`config.mk`:
```
export PLATFORM = sky130hd
export DESIGN_NAME = cdc_tx_arbiter
export DESIGN_NICKNAME = d
export VERILOG_FILES = /design/src/rtl/cdc_tx_arbiter.sv
export SDC_FILE = /design/constraint.sdc
export NUM_CORES = 1
export LEC_CHECK = 0
export ABC_AREA = 1
export BUFFER_PORTS_ARGS = -buffer_cell sky130_fd_sc_hd__buf_2
export CAP_MARGIN = 10
export CORE_MARGIN = 2
export CORE_UTILIZATION = 47
export CTS_BUF_LIST = sky130_fd_sc_hd__clkbuf_8
export DETAILED_ROUTE_END_ITERATION = 12
export MAX_ROUTING_LAYER = met4
export PLACE_DENSITY = 0.87
export RECOVER_POWER = 100
export SLEW_MARGIN = 20
export SYNTH_ARGS = -nofsm -noshare
export SYNTH_HDL_FRONTEND = slang
export SYNTH_SLANG_ARGS = --single-unit
```
`constraint.sdc`:
```
create_clock -name D_CLK -period 1.7 [get_ports D_CLK]
set_input_delay 0.085 -clock D_CLK [delete_from_list [all_inputs] [get_ports D_CLK]]
set_output_delay 0.085 -clock D_CLK [all_outputs]
set_load 0.03 [all_outputs]
```
`src/rtl/cdc_tx_arbiter.sv`:
```
// cdc_tx_arbiter
//   Source-domain scheduler for one shared DATA_SYNC crossing channel.
//   Requesters are granted round-robin. The winning word is placed on
//   Unsync_bus. Unsync_enable is then held high for HOLD_CYCLES, followed by
//   GAP_CYCLES of low. This lets the destination synchroniser see exactly one
//   rising enable per word.
//
// Handshake: requester i holds req[i] high with its word stable on
//   req_data[i*DATA_WIDTH +: DATA_WIDTH] until it sees gnt[i]. gnt[i] is a
//   registered one-cycle pulse in the cycle the word is taken. The requester
//   may drop req[i] in that cycle. If req[i] is still high afterwards, it is
//   treated as a new word. req is only sampled while the FSM is IDLE.
//
// Ports
//   D_CLK          source clock, rising edge
//   D_RST          synchronous active-high reset
//   req            per-requester request
//   req_data       packed request words
//   gnt            one-hot accept pulse (registered)
//   Unsync_bus     word presented to DATA_SYNC (stable between grants)
//   Unsync_enable  enable level to DATA_SYNC
//   src_id         index of requester owning Unsync_bus
//   busy           high whenever the FSM is not IDLE (state visibility)
module cdc_tx_arbiter #(
  parameter int NUM_REQ     = 4,
  parameter int DATA_WIDTH  = 8,
  parameter int HOLD_CYCLES = 3,
  parameter int GAP_CYCLES  = 2,
  parameter int ID_WIDTH    = 2
) (
  input  logic                          D_CLK,
  input  logic                          D_RST,
  input  logic [NUM_REQ-1:0]            req,
  input  logic [NUM_REQ*DATA_WIDTH-1:0] req_data,
  output logic [NUM_REQ-1:0]            gnt,
  output logic [DATA_WIDTH-1:0]         Unsync_bus,
  output logic                          Unsync_enable,
  output logic [ID_WIDTH-1:0]           src_id,
  output logic                          busy
);

  localparam int PW   = (NUM_REQ > 1) ? $clog2(NUM_REQ) : 1;
  localparam int MAXC = (HOLD_CYCLES > GAP_CYCLES) ? HOLD_CYCLES : GAP_CYCLES;
  localparam int CW   = (MAXC > 1) ? $clog2(MAXC + 1) : 1;

  typedef enum logic [1:0] {
    IDLE = 2'd0,
    HOLD = 2'd1,
    GAP  = 2'd2
  } state_t;

  state_t          state;
  logic [CW-1:0]   cnt;       // shared HOLD/GAP down-counter
  logic [PW-1:0]   ptr;       // round-robin priority pointer
  logic [PW-1:0]   pick;
  logic [PW-1:0]   idx;
  logic            found;
  logic [PW-1:0]   ptr_next;

  // Start at ptr and scan upward with wrap-around. The first set request wins.
  always_comb begin
    found = 1'b0;
    pick  = '0;
    idx   = '0;
    for (int i = 0; i < NUM_REQ; i++) begin
      idx = PW'((int'(ptr) + i) % NUM_REQ);
      if (!found && req[idx]) begin
        found = 1'b1;
        pick  = idx;
      end
    end
  end

  assign ptr_next = (pick == PW'(NUM_REQ - 1)) ? '0 : pick + 1'b1;

  always_ff @(posedge D_CLK) begin
    if (D_RST) begin
      state         <= IDLE;
      cnt           <= '0;
      ptr           <= '0;
      gnt           <= '0;
      Unsync_bus    <= '0;
      Unsync_enable <= 1'b0;
      src_id        <= '0;
      busy          <= 1'b0;
    end else begin
      gnt <= '0;
      case (state)
        IDLE: begin
          if (found) begin
            state         <= HOLD;
            cnt           <= CW'(HOLD_CYCLES);
            ptr           <= ptr_next;
            gnt           <= {{(NUM_REQ-1){1'b0}}, 1'b1} << pick;
            Unsync_bus    <= req_data[int'(pick)*DATA_WIDTH +: DATA_WIDTH];
            src_id        <= ID_WIDTH'(pick);
            Unsync_enable <= 1'b1;
            busy          <= 1'b1;
          end else begin
            Unsync_enable <= 1'b0;
          end
        end
        HOLD: begin
          // The counter was loaded with HOLD_CYCLES on the grant edge. The
          // level therefore spans that many cycles when the exit happens at 1.
          if (cnt == CW'(1)) begin
            state         <= GAP;
            cnt           <= CW'(GAP_CYCLES);
            Unsync_enable <= 1'b0;
          end else begin
            cnt <= cnt - 1'b1;
          end
        end
        GAP: begin
          if (cnt == CW'(1)) begin
            state <= IDLE;
            busy  <= 1'b0;
          end else begin
            cnt <= cnt - 1'b1;
          end
        end
        default: begin
          state         <= IDLE;
          Unsync_enable <= 1'b0;
          busy          <= 1'b0;
        end
      endcase
    end
  end

endmodule

```
* Word level (Yosys, flattened, before mapping) *
Cells that the tools add are included.

operators by class
  add/subtract/negate cells = 5
  magnitude comparators = 4
  equal/unequal tests = 8
  shift operators = 2
  mux-type cells = 30
  bitwise gates (word level) = 4
  reduce and logical (&&, ||, !) cells = 14

operator list
  cell                                                                   number
  32-bit by 6-bit variable part select with 8-bit output                 1
  2-bit 2-to-1 mux                                                       11
  2-bit by 3-bit < comparator with 1-bit output (second input constant)  4
  2-bit one-hot mux with 3 select lines                                  2
  1-bit 2-to-1 mux                                                       11
  3-bit AND reduction                                                    3
  1-bit binary-select mux with 2-bit select                              4
  2-bit inequality test (second input constant)                          4
  1-bit one-hot mux with 3 select lines                                  2
  2-bit by 1-bit adder with 2-bit output (second input constant)         2
  2-bit adder (second input constant)                                    2
  2-bit by 1-bit == test with 1-bit output (second input constant)       2
  2-bit == test (second input constant)                                  2
  1-bit inverter                                                         4
  2-bit AND reduction                                                    2
  1-bit by 2-bit left shift with 4-bit output (first input constant)     1
  1-bit logical AND                                                      3
  1-bit logical NOT                                                      3
  3-bit nonzero test                                                     1
  3-bit OR reduction                                                     1
  2-bit logical NOT                                                      1
  2-bit by 1-bit subtractor with 2-bit output (second input constant)    1

storage, ports and cells
  register bits after elaboration = 22

* Logic depth before layout (Yosys ltp) *
  depth in word-level cells = 14
  depth in mapped cells = 16
  gate-level depth less buffers = 14

* Least setup slack after synthesis *
Ideal clock, no wire load.

  path type = reg-to-reg
  from = reg ptr[0]
  to = reg ptr[1]
  setup time = 0.127 ns
  data arrival time = 1.491 ns
  data required time = 1.573 ns
  setup slack = 0.083 ns
  cell stages (with the launch flop) = 14
  period minus slack after synthesis = 1.617 ns
  cell sequence = dfxtp_1 -> buf_6 -> inv_8 -> nand2_2 -> nand2_2 -> nand2_2 -> nand2_2 -> nor2_8 -> nand3_4 -> nand2_2 -> nor2_2 -> buf_4 -> nand3_1 -> o211ai_1

on the way
  cells in the longest elaborated chain, start to end = 14
  elaborated cells between the ends (all ways) = 29
  classes of those cells = 4 x add/sub; 1 x eq/ne; 17 x mux; 7 x reduce/logical

ends and longest elaborated chain
  item                                                                                             line  source
  start: declaration                                                                               54    logic [PW-1:0] ptr;
  start signal: assignment                                                                         93    ptr <= ptr_next;
  parallel branches: the longest is 14 deep, another holds 2-bit by 1-bit adder with 2-bit output  n/a

Several ways; the timed one is not identified. The select of a mux whose other input is x is not followed.
A chain may end at the register's enable or synchronous reset.

* Final worst setup path *
  from = reg ptr[0]
  to = reg Unsync_bus[4]

on the way
  cells in the longest elaborated chain, start to end = 13
  elaborated cells between the ends (all ways) = 27
  classes of those cells = 3 x add/sub; 1 x shift; 16 x mux; 7 x reduce/logical

ends and longest elaborated chain
  item                                                                                             line  source
  parallel branches: the longest is 13 deep, another holds 2-bit by 1-bit adder with 2-bit output  n/a
  end signal: assignment                                                                           95    Unsync_bus <= req_data[int'(pick)*DATA_WIDTH +: DATA_WIDTH];
  end: declaration                                                                                 36    output logic [DATA_WIDTH-1:0] Unsync_bus,

Several ways; the timed one is not identified. The select of a mux whose other input is x is not followed.

==> results.yml <==
run_status:
  status: "finished with violations"
  violations: "negative setup slack"
synth:
  synth-xor-area-share_pct: 0
  synth_adder_area_share_pct: 4.73
  synth.top_cells.by_count: "nand2_1 (81), inv_1 (34), nand3_1 (27), dfxtp_1 (22), nand4_1 (17)"
  synth_compound_area_share_pct: 6.15
  synth.area.mux_share_pct: 0
  synth_edf_count: 0
  avgSynthCellArea_sq_um: 6.48
  synth_top_family_by_area: "simple AND/OR/NAND/NOR gates"
  synth-simple-area-share_pct: 47.6
  ys_seq_elements: 22
  netlist_area_sq_um: 1590
  yosysWarningCount: 0
  yosysTopAreaCell: "dfxtp_1"
  synth.most_common_cell: "nand2_1"
  ys_types: 25
  yosysSeqAreaShare_pct: 27.8
  syn-num-nets: 289
  synth_area_leaders: "dfxtp_1 (28%), nand2_1 (19%), nand3_1 (8.5%)"
  synth_top_area_share_pct: 27.8
  synthCells: 245
  synthArstFlopShare_pct: 0
  synth_ff_type: "dfxtp_1"
grt:
  grt_overflow: 0
  grt_pass1_wl_um: 7130
  antenna_found_initial: 0
  grt_pass1_vias: 1668
  track_usage_pct: 23.0
  grt_max_degree: 14
cells_and_area:
  diodes: 0
  multi_input_area_sq_um: 1040
  drive_above_1_share_pct: 33.0
  syn2layout_area_growth_pct: 37.7
  final_cell_count_no_fill: 361
  final_util_pct: 66.5
  fillers: 281
  ff_latch_area_sq_um: 442
  nets: 360
worst_setup_path:
  r2r_cells: 12
  worst_setup_path_start_kind: "flop"
  r2r_slack_ns: -0.03
  r2r_end: "Unsync_bus[4]"
  worstReg2RegStart: "ptr[0]"
  critPathKind: "flop to flop"
  worst_ep_required_time_ns: 1.88
  crit_fanout: 10
  critPathSlowestCell: "dfxtp_2"
  crit_path_end_kind: "flop"
  cpPeakStageDelay_ns: 0.34
  cp.arrival_ns: 1.90
  path_cells: "buf_12 > inv_8 > nand2_1 > nand3_2 > nand2_4 > nor2_8 > nand3_4 > buf_4 > nand4_1 > nand3_1 > nand3_1 > nand2_1"
placement:
  port_buffers: 53
  dp_cells: 352
  gp_congestion: 0.837
  dpl.hpwl_um: 3050
job:
  cap_viol_max_count: 0
timing:
  fmax_ghz: 0.579
  drv_slew: 0
  grt_setup_unrepaired: "yes"
  skew_ns: 0.00347
  setup_ws_ns: -0.0263
  whs_ns: 0.0529
  finalCritPeriodShare_pct: 102
  setup_viol: 5
  worst_pin_slew_ns: 0.386
  tns_ns: -0.0891
  relSlewSlack_pct: 74.4
  finalHoldViolCount: 0
  layout_min_cycle_time_ns: 1.73
floorplanning:
  fp.dieH_um: 62.1
  fp.dieW_um: 62.1
  core_area_sq_um: 3280
  start_util_pct: 48.3
  ios: 54
  rows: 21
  dieArea_sq_um: 3860
clocking:
  root_buffer: "clkbuf_8"
  clock-sinks: 22
  clk_latency_ns: 0.27
  cts_buffer_depth: 2
  tritoncts: "done"
  htreeDepth: 1
  cts_buffers: 3
  clk_pin_slew_ns: 0.09
power_and_ir_drop:
  combPwrFrac_pct: 71.2
  p_int_mw: 2.23
  ir_worst_vdd_v: 0.00119
  clkPwrFrac_pct: 10.9
  power-per-cell-area_nw_per_um2: 2130
  power.leakage_nw: 1.19
  p_seq_share_pct: 17.9
  p_switching_mw: 2.43
  power_mw: 4.66
  switching_share_pct: 52.1
detailed_routing:
  vias: 1846
  wl_per_cell_um: 12.5
  final_antenna_net_count: 0
  drt_wl_total_um: 4500
  drt_iter0_drc: 83
  first_pass_iters: 4
  vias_per_cell: 5.11
  drc: 0
hold_path:
  min_path_type: "primary input to flop"
  hp-start: "D_RST"
  min_to: "state[1]"
  whs_path_depth: 2
## layout by cell type, fill, tap and decap left out
cell type	synthesis	routed
clkbuf_8	0	3
inv_8	1	1
nand2_4	2	7
inv_4	0	1
buf_4	1	11
buf_12	0	1
nor2_8	1	1
nor3_2	1	2
ha_1	6	6
inv_1	34	33
o21ai_0	8	6
nand3_4	2	4
buf_6	3	5
o21ai_1	0	2
nor2_4	0	2
dfxtp_1	22	21
clkbuf_1	0	15
nand4_1	17	17
bufinv_16	0	1
a21oi_1	7	7
nand2_2	9	13
inv_2	5	5
buf_2	3	39
dfxtp_2	0	1
nor2_1	5	4
nand3_2	3	5
a211oi_1	1	1
clkinv_2	0	1
nand3_1	27	25
nor2_2	2	1
nand2_1	81	72
o211ai_1	2	2
## state kept, by name (all words and copies together), names as in the netlist
signal	count
gnt	4
cnt	2
ptr	2
Unsync_enable	1
state	2
busy	1
Unsync_bus	8
src_id	2
## metal layers
layer / vias up / track usage (%) / wire length (um)
li1: 926 / - / -
met1: 834 / 26.2 / 1900
met2: 74 / 40.9 / 2250
met3: 12 / 4.35 / 261
met4: 0 / 7.50 / 91
met5: - / - / 0
## logic make-up after synthesis
kind of cell             count (synthesis)
AND/OR/NAND/NOR                        151
buffers and inverters                   48
flip-flops                              22
AO/OA/AOI/OAI                           18
adder cells (fa/ha/maj)                  6
## worst max-delay path: cells and delay by family, from the launching register on
family,cells,cell delay [ns]
buffers and inverters,3,0.43
and+or+nand+nor,9,0.86
DFF,1,0.34
## power by group through the flow
| stage | sequential [mW] | combinational, mW | clock (mW) |
|---|---|---|---|
| after global placement | 0.829 | 2.82 | 0 |
| final | 0.834 | 3.32 | 0.510 |
| after global routing | 0.848 | 3.65 | 0.523 |
| after detailed placement | 0.835 | 2.88 | 0 |
| after floorplan | 1.08 | 1.92 | 0 |
| after CTS | 0.828 | 3.02 | 0.507 |
## worst max-delay path by stage
stage	depth (start not counted)	endpoint	slack [ns]	startpoint
after CTS	14	Unsync_bus[6]	-0.01	ptr[0]
after global placement	13	Unsync_bus[1]	0.02	ptr[0]
after detailed placement	14	Unsync_bus[2]	-0.02	ptr[0]
after global routing	14	Unsync_bus[5]	-0.15	ptr[0]
final	12	Unsync_bus[4]	-0.03	ptr[0]
after floorplan	13	ptr[1]	0.08	ptr[0]
## stage by stage
stage / instance area (sq um) / setup slack (ns)
3_3_place_gp: 1980 / 0.0181
2_1_floorplan: 1590 / 0.0827
6_report: 2180 / -0.0263
5_1_grt: 2180 / -0.153
3_5_place_dp: 1980 / -0.0226
4_1_cts: 2100 / -0.0106
## cell type report
| class | instances | area share [%] |
|---|---|---|
| Multi-Input combinational cell | 177 | 47.5 |
| Sequential cell | 22 | 20.2 |
| Clock buffer | 3 | 1.89 |
| Timing Repair Buffer | 71 | 18.8 |
| Inverter | 41 | 7.56 |
| Tap cell | 46 | 2.63 |
| Clock inverter | 1 | 1.37 |
## repair_timing
action	CTS	global route
buffers inserted	0	2
cloned	1	2
hold buffers	0	0
gates resized for setup	10	23
pin swaps	2	4
endpoints found under the setup margin	10	21
endpoints found under the hold margin	0	0
No activity file was read; power rests on OpenSTA's default activity.
